[config.mk]
export PLATFORM = sky130hd
export DESIGN_NAME = param_gate_pipe
export DESIGN_NICKNAME = d
export VERILOG_FILES = /design/src/rtl/gate_pkg.sv /design/src/rtl/gate_pipe_stage.sv /design/src/rtl/param_gate_pipe.sv
export SDC_FILE = /design/constraint.sdc
export NUM_CORES = 1
export LEC_CHECK = 0
export CORE_MARGIN = 5
export CORE_UTILIZATION = 47
export DETAILED_ROUTE_END_ITERATION = 10
export PLACE_DENSITY = 0.78
export RECOVER_POWER = 50
export SLEW_MARGIN = 20
export SYNTH_ARGS = -nofsm -noshare
export SYNTH_HDL_FRONTEND = slang
export SYNTH_HIERARCHICAL = 1
export SYNTH_SLANG_ARGS = --single-unit
[constraint.sdc]
create_clock -name clk -period 1.5 [get_ports clk]
set_input_delay 0.225 -clock clk [delete_from_list [all_inputs] [get_ports clk]]
set_output_delay 0.225 -clock clk [all_outputs]
set_load 0.05 [all_outputs]
[src/rtl/gate_pkg.sv]
// Opcode encodings and the single-bit gate function shared by the gate pipeline.
// The function works on one bit lane; the top replicates it across the operand width.
package gate_pkg;

   localparam logic [2:0] OP_AND     = 3'd0;
   localparam logic [2:0] OP_OR      = 3'd1;
   localparam logic [2:0] OP_NAND    = 3'd2;
   localparam logic [2:0] OP_NOR     = 3'd3;
   localparam logic [2:0] OP_XOR     = 3'd4;
   localparam logic [2:0] OP_XNOR    = 3'd5;
   localparam logic [2:0] OP_NOT     = 3'd6;
   localparam logic [2:0] OP_ILLEGAL = 3'd7;

   // Illegal opcode yields 0; the error flag is derived separately from the opcode.
   function automatic logic gate_eval(input logic [2:0] op, input logic a, input logic b);
      logic r;
      r = 1'b0;
      case (op)
         OP_AND:  r = a & b;
         OP_OR:   r = a | b;
         OP_NAND: r = ~(a & b);
         OP_NOR:  r = ~(a | b);
         OP_XOR:  r = a ^ b;
         OP_XNOR: r = ~(a ^ b);
         OP_NOT:  r = ~a;
         default: r = 1'b0;
      endcase
      return r;
   endfunction

endpackage

[src/rtl/gate_pipe_stage.sv]
// One elastic register slot (valid, result, error) of the gate pipeline.
// The slot loads whenever it is empty or its downstream neighbour takes its contents.
module gate_pipe_stage #(
   parameter int WIDTH = 4
) (
   input  logic             clk,
   input  logic             rst,
   input  logic             up_valid_i,
   input  logic [WIDTH-1:0] up_y_i,
   input  logic             up_err_i,
   input  logic             down_ready_i,
   output logic             advance_o,
   output logic             valid_o,
   output logic [WIDTH-1:0] y_o,
   output logic             err_o
);

   logic             valid_q, valid_d;
   logic [WIDTH-1:0] y_q, y_d;
   logic             err_q, err_d;

   assign advance_o = !valid_q || down_ready_i;

   // Payload only changes on a real load so the output stays stable while idle.
   always_comb begin
      valid_d = valid_q;
      y_d     = y_q;
      err_d   = err_q;
      if (advance_o) begin
         valid_d = up_valid_i;
         if (up_valid_i) begin
            y_d   = up_y_i;
            err_d = up_err_i;
         end
      end
   end

   always_ff @(posedge clk or posedge rst) begin
      if (rst) begin
         valid_q <= 1'b0;
         y_q     <= '0;
         err_q   <= 1'b0;
      end else begin
         valid_q <= valid_d;
         y_q     <= y_d;
         err_q   <= err_d;
      end
   end

   assign valid_o = valid_q;
   assign y_o     = y_q;
   assign err_o   = err_q;

endmodule

[src/rtl/param_gate_pipe.sv]
// Pipelined bitwise gate unit: selectable gate applied per lane, results carried through
// STAGES elastic stages with valid/ready, plus all/any reduction flags on the output.
module param_gate_pipe
   import gate_pkg::*;
#(
   parameter int WIDTH  = 4,
   parameter int STAGES = 2
) (
   input  logic             clk,
   input  logic             rst,
   input  logic             in_valid,
   output logic             in_ready,
   input  logic [2:0]       op,
   input  logic [WIDTH-1:0] a,
   input  logic [WIDTH-1:0] b,
   output logic             out_valid,
   input  logic             out_ready,
   output logic [WIDTH-1:0] y,
   output logic             y_all,
   output logic             y_any,
   output logic             op_err
);

   logic [WIDTH-1:0]              eval_y;
   logic                          eval_err;

   logic [STAGES-1:0]             stg_valid;
   logic [STAGES-1:0][WIDTH-1:0]  stg_y;
   logic [STAGES-1:0]             stg_err;
   logic [STAGES-1:0]             stg_adv;

   for (genvar i = 0; i < WIDTH; i++) begin : g_lane
      assign eval_y[i] = gate_eval(op, a[i], b[i]);
   end

   assign eval_err = (op == OP_ILLEGAL);

   // Ready ripples combinationally from the output back to stage 0.
   for (genvar k = 0; k < STAGES; k++) begin : g_stage
      logic             up_valid;
      logic [WIDTH-1:0] up_y;
      logic             up_err;
      logic             down_ready;

      if (k == 0) begin : g_head
         assign up_valid = in_valid;
         assign up_y     = eval_y;
         assign up_err   = eval_err;
      end else begin : g_body
         assign up_valid = stg_valid[k-1];
         assign up_y     = stg_y[k-1];
         assign up_err   = stg_err[k-1];
      end

      if (k == STAGES-1) begin : g_tail
         assign down_ready = out_ready;
      end else begin : g_mid
         assign down_ready = stg_adv[k+1];
      end

      gate_pipe_stage #(.WIDTH(WIDTH)) u_stage (
         .clk          (clk),
         .rst          (rst),
         .up_valid_i   (up_valid),
         .up_y_i       (up_y),
         .up_err_i     (up_err),
         .down_ready_i (down_ready),
         .advance_o    (stg_adv[k]),
         .valid_o      (stg_valid[k]),
         .y_o          (stg_y[k]),
         .err_o        (stg_err[k])
      );
   end

   assign in_ready  = stg_adv[0];
   assign out_valid = stg_valid[STAGES-1];
   assign y         = stg_y[STAGES-1];
   assign op_err    = stg_err[STAGES-1];
   // Flags are forced low while no result is presented.
   assign y_all     = out_valid & (&y);
   assign y_any     = out_valid & (|y);

endmodule

Yosys cells after proc, flatten, opt, wreduce, memory -nomap -nowiden
Cells that the tools add are included.
Word-level totals
  flip-flop bits (word level): 12
  bits of input ports: 15
  output and inout bits: 9
Cells by class
  bitwise gates (word level): 30
  reduce and logical (&&, ||, !) cells: 9
  muxes and demuxes: 4
  equal/unequal tests: 7
Operators by type and width (number)
  case mux 1 bit (7 select lines): 4
  NOT 1 bit: 16
  equality test 3 bit, second input constant: 4
  bitwise AND 1 bit: 6
  equality test 3 x 2 -> 1 bit, second input constant: 2
  OR 1 bit: 4
  AND reduction 2 bit: 2
  AND reduction 4 bit: 1
  OR reduction 4 bit: 1
  bitwise XOR 1 bit: 4
  equality test 3 x 1 -> 1 bit, second input constant: 1
  logical NOT 3 bit: 1
  logical NOT 1 bit: 2
  logical OR 1 bit: 2

Longest topological paths before layout
Gate-level depths: netlist of the first run.
  depth in word-level cells: 4
  mapped depth: 6

Modules after synthesis
The synthesis of the first run kept the hierarchy.
By module, submodules not included
  gate_pipe_stage: cells each 15, times used 2, area an instance 261.5 µm²
  param_gate_pipe: cells each 50, times used 1, area an instance 390.4 µm²

Worst setup path after synthesis of the first run
No wires, ideal clock.
  path kind: register to output
  start: reg g_stage[1].u_stage.valid_q
  end: out y_all
  data required time: 1.275 ns
  arrival time: 1.458 ns
  setup slack: -0.183 ns
  stages on the path, launching flop included: 3
  path through: dfrtp_1 nand2_1 nor2_1
On the way
  longest elaborated chain between the ends: 1
RTL lines
  start, declared: line gate_pipe_stage.sv:18  | logic valid_q, valid_d;
  start signal, assigned: line gate_pipe_stage.sv:44  | valid_q <= valid_d;
  bitwise AND 1 bit: line param_gate_pipe.sv:80  | assign y_all = out_valid & (&y);
  end, declared: line param_gate_pipe.sv:19  | output logic y_all,
Every way passes these cells.

Final worst setup path of the first run
  start: reg g_stage[1].u_stage.y_q[1]
  end: out y_any
On the way
  longest elaborated chain between the ends: 2
RTL lines
  start, declared: line gate_pipe_stage.sv:19  | logic [WIDTH-1:0] y_q, y_d;
  start signal, assigned: line gate_pipe_stage.sv:45  | y_q <= y_d;
  OR reduction 4 bit: line param_gate_pipe.sv:81  | assign y_any = out_valid & (|y);
  bitwise AND 1 bit: line param_gate_pipe.sv:81
  end, declared: line param_gate_pipe.sv:20  | output logic y_any,
Every way passes these cells.

==> results.sh, run 1 <==
export IMPL_status="finished clean"
export IMPL_pwr_share_comb_pct=53.7
export IMPL_netlist_top_cells_count="dfrtp_1, inv_1, mux2_4, ha_1, nor2_1"
export IMPL_fin_nets=142
export IMPL_worst_slack_ns=0.0216
export IMPL_cp_start_kind="flip-flop"
export IMPL_drtIter0Drc=12
export IMPL_synth_top_area_share_pct=32.9
export IMPL_drive_above_1_share_pct=44.1
export IMPL_synth_area_leaders="dfrtp_1, mux2_4, ha_1"
export IMPL_synth_top_family_by_area="multiplexers"
export IMPL_synth_edf_count=0
export IMPL_syn_inst=80
export IMPL_p_clk_share_pct=16.6
export IMPL_required_ns=1.27
export IMPL_drc=0
export IMPL_ys_flop_type="dfrtp_1"
export IMPL_power_density_mw_per_mm2=1070
export IMPL_p_leak_nw=0.728
export IMPL_fp_dieArea_mm2=0.00293
export IMPL_synth_simple_area_share_pct=12.9
export IMPL_num_antenna_cells=0
export IMPL_synthArstFlopShare_pct=100
export IMPL_yosysUniqueCellTypes=21
export IMPL_slowest_stage="o41a_1"
export IMPL_final_cell_area_mm2=0.00142
export IMPL_drt_pass1_iterations=4
export IMPL_cts_sinks=12
export IMPL_syn_num_nets=103
export IMPL_cts_hold_buffers=0
export IMPL_max_vdd_ir_drop_mv=0.577
export IMPL_avgSynthCellArea_um2=11.4
export IMPL_r2r_cells=4
export IMPL_synth_compound_area_share_pct=15.5
export IMPL_core_mm2=0.00190
export IMPL_rsz0062_at_grt="yes"
export IMPL_hp_class="input pin to asynchronous set/reset pin"
export IMPL_placed_cell_area_mm2=0.00130
export IMPL_maxSlewHeadroom_pct=81.6
export IMPL_cts_root_buf="clkbuf_4"
export IMPL_wl_per_cell_um=13.2
export IMPL_cp_arrival_ns=1.25
export IMPL_grt_pass1_wl_um=3160
export IMPL_post_synth_top_count_cell="dfrtp_1"
export IMPL_finClkSkew_ns=0.00308
export IMPL_crit_type="flip-flop to output pin"
export IMPL_max_cap_violations=0
export IMPL_max_freq_mhz=676
export IMPL_setup_violations=0
export IMPL_cts_buffers=3
export IMPL_hold_viol=0
export IMPL_report_final_slew_viol_count=0
export IMPL_portBuffers=23
export IMPL_ys_seq_area_share_pct=32.9
export IMPL_pwr_share_seq_pct=29.7
export IMPL_synth_mux_area_share_pct=16.4
export IMPL_cpPeakStageDelay_ns=0.44
export IMPL_die_h_um=54.1
export IMPL_sw_frac_of_total_pct=35.6
export IMPL_clkSlewWorstSetupHoldPaths_ns=0.08
export IMPL_grt_max_degree=19
export IMPL_start_util_pct=48.0
export IMPL_cts_buffer_depth=2
export IMPL_htree_num_levels=1
export IMPL_p_switching_mw=0.539
export IMPL_num_io_pins=24
export IMPL_wirelength_um=1920
export IMPL_yosysTopAreaCell="dfrtp_1"
export IMPL_row_count=16
export IMPL_grt_antenna_before_repair=0
export IMPL_p_int_mw=0.973
export IMPL_grt_usage_pct=15.0
export IMPL_r2r_setup_slack_ns=0.32
export IMPL_area_delta_synth_final_pct=55.3
export IMPL_die_width_um=54.1
export IMPL_yosysWarnings=6
export IMPL_synth_seq_cells=12
export IMPL_dr_total_vias=731
export IMPL_crit_chain="o41a_1, buf_6"
export IMPL_synthXorXnorAreaFrac_pct=3.84
export IMPL_r2r_end="g_stage[0].u_stage/err_o$_DFFE_PP0P_"
export IMPL_drtAntennaViolNets=0
export IMPL_dp_hpwl_um=1500
export IMPL_crit_family="compound AO/OA/AOI/OAI gates"
export IMPL_via_per_inst=5.04
export IMPL_grt_pass1_vias=713
export IMPL_cp_end_kind="output pin"
export IMPL_post_place_ws_ns=-0.380
export IMPL_crit_fanout=2
export IMPL_gp_congestion=0.778
export IMPL_gr_total_overflow=0
export IMPL_synthesis_area_um2=913
export IMPL_finalCritPeriodShare_pct=98.6
export IMPL_cts_tree="done"
export IMPL_post_route_min_period_ns=1.48
export IMPL_reg2reg_from="g_stage[1].u_stage/valid_o$_DFFE_PP0P_"
export IMPL_synth_fa_ha_area_share_pct=11.0
export IMPL_clk_latency_ns=0.26
export IMPL_worst_pin_slew_ns=0.277
export IMPL_cp_num_buf_inv=1
[through the flow]
stage	TNS [ns]	utilization [%]	hold slack [ns]	power (mW)	std cells
after CTS	-0.0629	72.8	0.207	1.52	145
after global routing	-0.0274	74.6	0.357	1.59	145
after global placement	-1.26	68.5	0.492	1.19	138
final	0	74.6	0.335	1.51	145
after detailed placement	-1.47	68.5	0.494	1.21	138
after floorplan	0	-	0.0159	0.877	80
[worst max-delay path by stage]
stage	startpoint	to	slack, ns	cells past startpoint
global placement	a[1]	g_stage[0].u_stage/y_o[1]$_DFFE_PP0P_	-0.33	7
detailed placement	a[2]	g_stage[0].u_stage/y_o[2]$_DFFE_PP0P_	-0.38	7
global route	g_stage[1].u_stage/y_o[1]$_DFFE_PP0P_	y_any	-0.03	2
CTS	b[1]	g_stage[0].u_stage/y_o[1]$_DFFE_PP0P_	-0.06	7
finish	g_stage[1].u_stage/y_o[1]$_DFFE_PP0P_	y_any	0.02	2
floorplan	g_stage[1].u_stage/y_o[1]$_DFFE_PP0P_	y_any	0.02	1
[registers in the layout, summed over array words and instances (netlist names)]
name / flops
g_stage.u_stage/y_o: 8
g_stage.u_stage/valid_o: 2
g_stage.u_stage/err_o: 2
[cell type report]
cell class / instances / area [µm²]
Tap cell: 27 / 33.8
Sequential cell: 12 / 302
Timing Repair Buffer: 36 / 408
Fill cell: 135 / 483
Clock buffer: 4 / 36.3
Multi-Input combinational cell: 56 / 602
Inverter: 10 / 37.5
[cells by family (layout without fill, tap and decap cells)]
family                     after synthesis  after routing
AOI/OAI and AO/OA                       17             17
and+or+nand+nor                         17             17
DFF                                     12             12
buffers and inverters                   12             50
muxes                                   10             10
adders and majority gates                8              8
xor gates and xnor gates                 4              4
[cells in the final DEF, fill, tap and decap left out, types with 4 or more instances in the layout]
cell type         n
a211o_1           4
a21oi_1           4
buf_12            8
buf_4            12
clkdlybuf4s50_1   5
dfrtp_1          11
dlygate4sd2_1     5
ha_1              5
inv_1             7
mux2_4           10
o211a_1           4
o221ai_1          4
[repair_timing]
item | CTS | global route
buffers inserted | 3 | 0
pin swaps | 14 | 6
setup endpoints to repair | 5 | 3
gates resized for setup | 9 | 9
[metal layers]
| layer | up-vias | track usage [%] | share of wire (%) |
|---|---|---|---|
| met5 | - | 0 | 0 |
| li1 | 360 | - | - |
| met1 | 345 | 17.3 | 37 |
| met2 | 22 | 26.4 | 55 |
| met3 | 4 | 1.66 | 5.3 |
| met4 | 0 | 8.71 | 1.9 |
[power groups by stage]
stage,clock network [mW],registers (mW),logic [mW]
2_1_floorplan,0,0.600,0.277
3_3_place_gp,0,0.481,0.708
3_5_place_dp,0,0.487,0.723
4_1_cts,0.259,0.449,0.807
5_1_grt,0.279,0.460,0.852
6_report,0.251,0.449,0.812
Note: power is estimated with default switching activity, not from simulation.
==> inputs of run 2 (changes only) <==
--- a/config.mk
+++ b/config.mk
@@ -8,9 +8,8 @@
 export CORE_MARGIN = 5
 export CORE_UTILIZATION = 47
 export DETAILED_ROUTE_END_ITERATION = 10
-export PLACE_DENSITY = 0.78
+export PLACE_DENSITY = 0.82
 export RECOVER_POWER = 50
-export SLEW_MARGIN = 20
 export SYNTH_ARGS = -nofsm -noshare
 export SYNTH_HDL_FRONTEND = slang
 export SYNTH_HIERARCHICAL = 1
==> results.sh, run 2 (same netlist as run 1, synthesis figures left out) <==
export IMPL_status="finished, violations left"
export IMPL_crit_type="input pin to flip-flop"
export IMPL_grt_max_degree=19
export IMPL_dr_total_vias=753
export IMPL_grt_usage_pct=16.0
export IMPL_layoutNonFillerInstCount=146
export IMPL_fillers=140
export IMPL_hold_viol=0
export IMPL_wirelength_um=2130
export IMPL_finClkSkew_ns=0.00373
export IMPL_area_delta_synth_final_pct=55.5
export IMPL_drc=0
export IMPL_required_ns=1.66
export IMPL_violations="negative setup slack"
export IMPL_dr_wl_met3_um=128
export IMPL_p_leak_nw=0.708
export IMPL_final_cell_area_mm2=0.00142
export IMPL_clkSlewWorstSetupHoldPaths_ns=0.08
export IMPL_max_vdd_ir_drop_mv=0.647
export IMPL_fp_dieArea_mm2=0.00293
export IMPL_drt_pass1_iterations=5
export IMPL_crit_fanout=2
export IMPL_setup_violations=1
export IMPL_report_final_slew_viol_count=0
export IMPL_clk_latency_ns=0.27
export IMPL_cts_root_buf="clkbuf_4"
export IMPL_drive_above_1_share_pct=45.4
export IMPL_dp_hpwl_um=1690
export IMPL_grt_pass1_vias=802
export IMPL_cts_buffers=3
export IMPL_placed_cell_area_mm2=0.00129
export IMPL_htree_num_levels=1
export IMPL_cp_arrival_ns=1.66
export IMPL_grt_antenna_before_repair=0
export IMPL_cts_tree="done"
export IMPL_final_cell_mix="buf_4, mux2_4, dfrtp_1, buf_12"
export IMPL_cp_end_kind="flip-flop"
export IMPL_maxSlewHeadroom_pct=84.6
export IMPL_num_io_pins=24
export IMPL_met1_length_um=692
export IMPL_top_layer_used="met3"
export IMPL_worst_slack_ns=-0.00414
export IMPL_core_mm2=0.00190
export IMPL_hp_class="input pin to asynchronous set/reset pin"
export IMPL_max_freq_mhz=665
export IMPL_max_cap_violations=0
export IMPL_grt_pass1_wl_um=3330
export IMPL_die_h_um=54.1
export IMPL_drtAntennaViolNets=0
export IMPL_via_per_inst=5.16
export IMPL_cts_hold_buffers=0
export IMPL_cts_sinks=12
export IMPL_wl_per_cell_um=14.6
export IMPL_largest_register_ffs=8
export IMPL_post_route_min_period_ns=1.50
export IMPL_power_density_mw_per_mm2=1100
export IMPL_portBuffers=23
export IMPL_rsz0062_at_grt="yes"
export IMPL_cp_start_kind="input pin"
export IMPL_mostFrequentLayoutCell="buf_4"
export IMPL_start_util_pct=48.0
export IMPL_routed_wl_met2_um=1310
export IMPL_worst_pin_slew_ns=0.231
export IMPL_drtIter0Drc=8
export IMPL_gr_total_overflow=0
export IMPL_dpl_cell_count=137
export IMPL_cts_buffer_depth=2
export IMPL_row_count=16
export IMPL_seqCellArea_um2=303
export IMPL_finalCritPeriodShare_pct=100
export IMPL_gp_congestion=0.801
export IMPL_fin_nets=143
export IMPL_num_antenna_cells=0
export IMPL_die_width_um=54.1
export IMPL_multi_input_area_um2=602
==> run 2: timing repair <==
action / CTS / global route
resized for setup: 15 / 3
setup buffers: 5 / 0
endpoints found under the setup margin: 5 / 2
pin swaps: 15 / 0
==> run 2: per-layer routing <==
layer,GRT usage (%),up-vias
li1,-,363
met1,12.8,363
met2,35.7,27
met3,3.60,0
met4,4.98,0
met5,0,-
==> run 2: worst paths after layout <==
| path | startpoint | end | slack, ns | cells past startpoint |
|---|---|---|---|---|
| min in group clk | g_stage[1].u_stage/err_o$_DFFE_PP0P_ | g_stage[1].u_stage/err_o$_DFFE_PP0P_ | 0.52 | 1 |
| worst min-delay path | rst | g_stage[0].u_stage/y_o[2]$_DFFE_PP0P_ | 0.34 | 2 |
| worst max register to register | g_stage[1].u_stage/valid_o$_DFFE_PP0P_ | g_stage[0].u_stage/y_o[3]$_DFFE_PP0P_ | 0.29 | 4 |
| worst max-delay path | a[2] | g_stage[0].u_stage/y_o[2]$_DFFE_PP0P_ | -0.004 | 7 |
| max in group asynchronous | rst | g_stage[1].u_stage/valid_o$_DFFE_PP0P_ | 0.94 | 2 |
| worst min register to register | g_stage[1].u_stage/err_o$_DFFE_PP0P_ | g_stage[1].u_stage/err_o$_DFFE_PP0P_ | 0.52 | 1 |
==> run 2: per-stage QoR <==
step	setup TNS [ns]	worst slack (ns)	util [%]	hold WS, ns	power, mW
4_1_cts	0	0.00175	73.7	0.201	1.55
2_1_floorplan	0	0.0207	-	0.0159	0.877
6_report	-0.00414	-0.00414	74.7	0.341	1.56
3_5_place_dp	-1.49	-0.399	68.1	0.491	1.22
3_3_place_gp	-1.25	-0.327	68.1	0.491	1.19
5_1_grt	-0.0670	-0.0448	74.7	0.356	1.64
==> run 2: where the power goes <==
group | internal, mW | switching (mW) | total (mW)
clock network | 0.147 | 0.104 | 0.251
registers | 0.396 | 0.0693 | 0.465
logic | 0.453 | 0.396 | 0.848
total | 0.996 | 0.569 | 1.56
==> run 2: layout make-up <==
| class | instances | area share, % |
|---|---|---|
| multi-input combinational | 56 | 42.4 |
| timing repair buffer | 37 | 28.7 |
| sequential | 12 | 21.3 |
| inverter | 10 | 2.64 |
| clock buffer | 4 | 2.56 |
| tap | 27 | 2.38 |
==> run 2: critical path, stage by stage <==
cell             delay [ns]
clkdlybuf4s50_1        0.49
inv_2                  0.05
ha_4                   0.27
xnor2_2                0.10
o221ai_1               0.12
o211a_1                0.15
mux2_4                 0.26
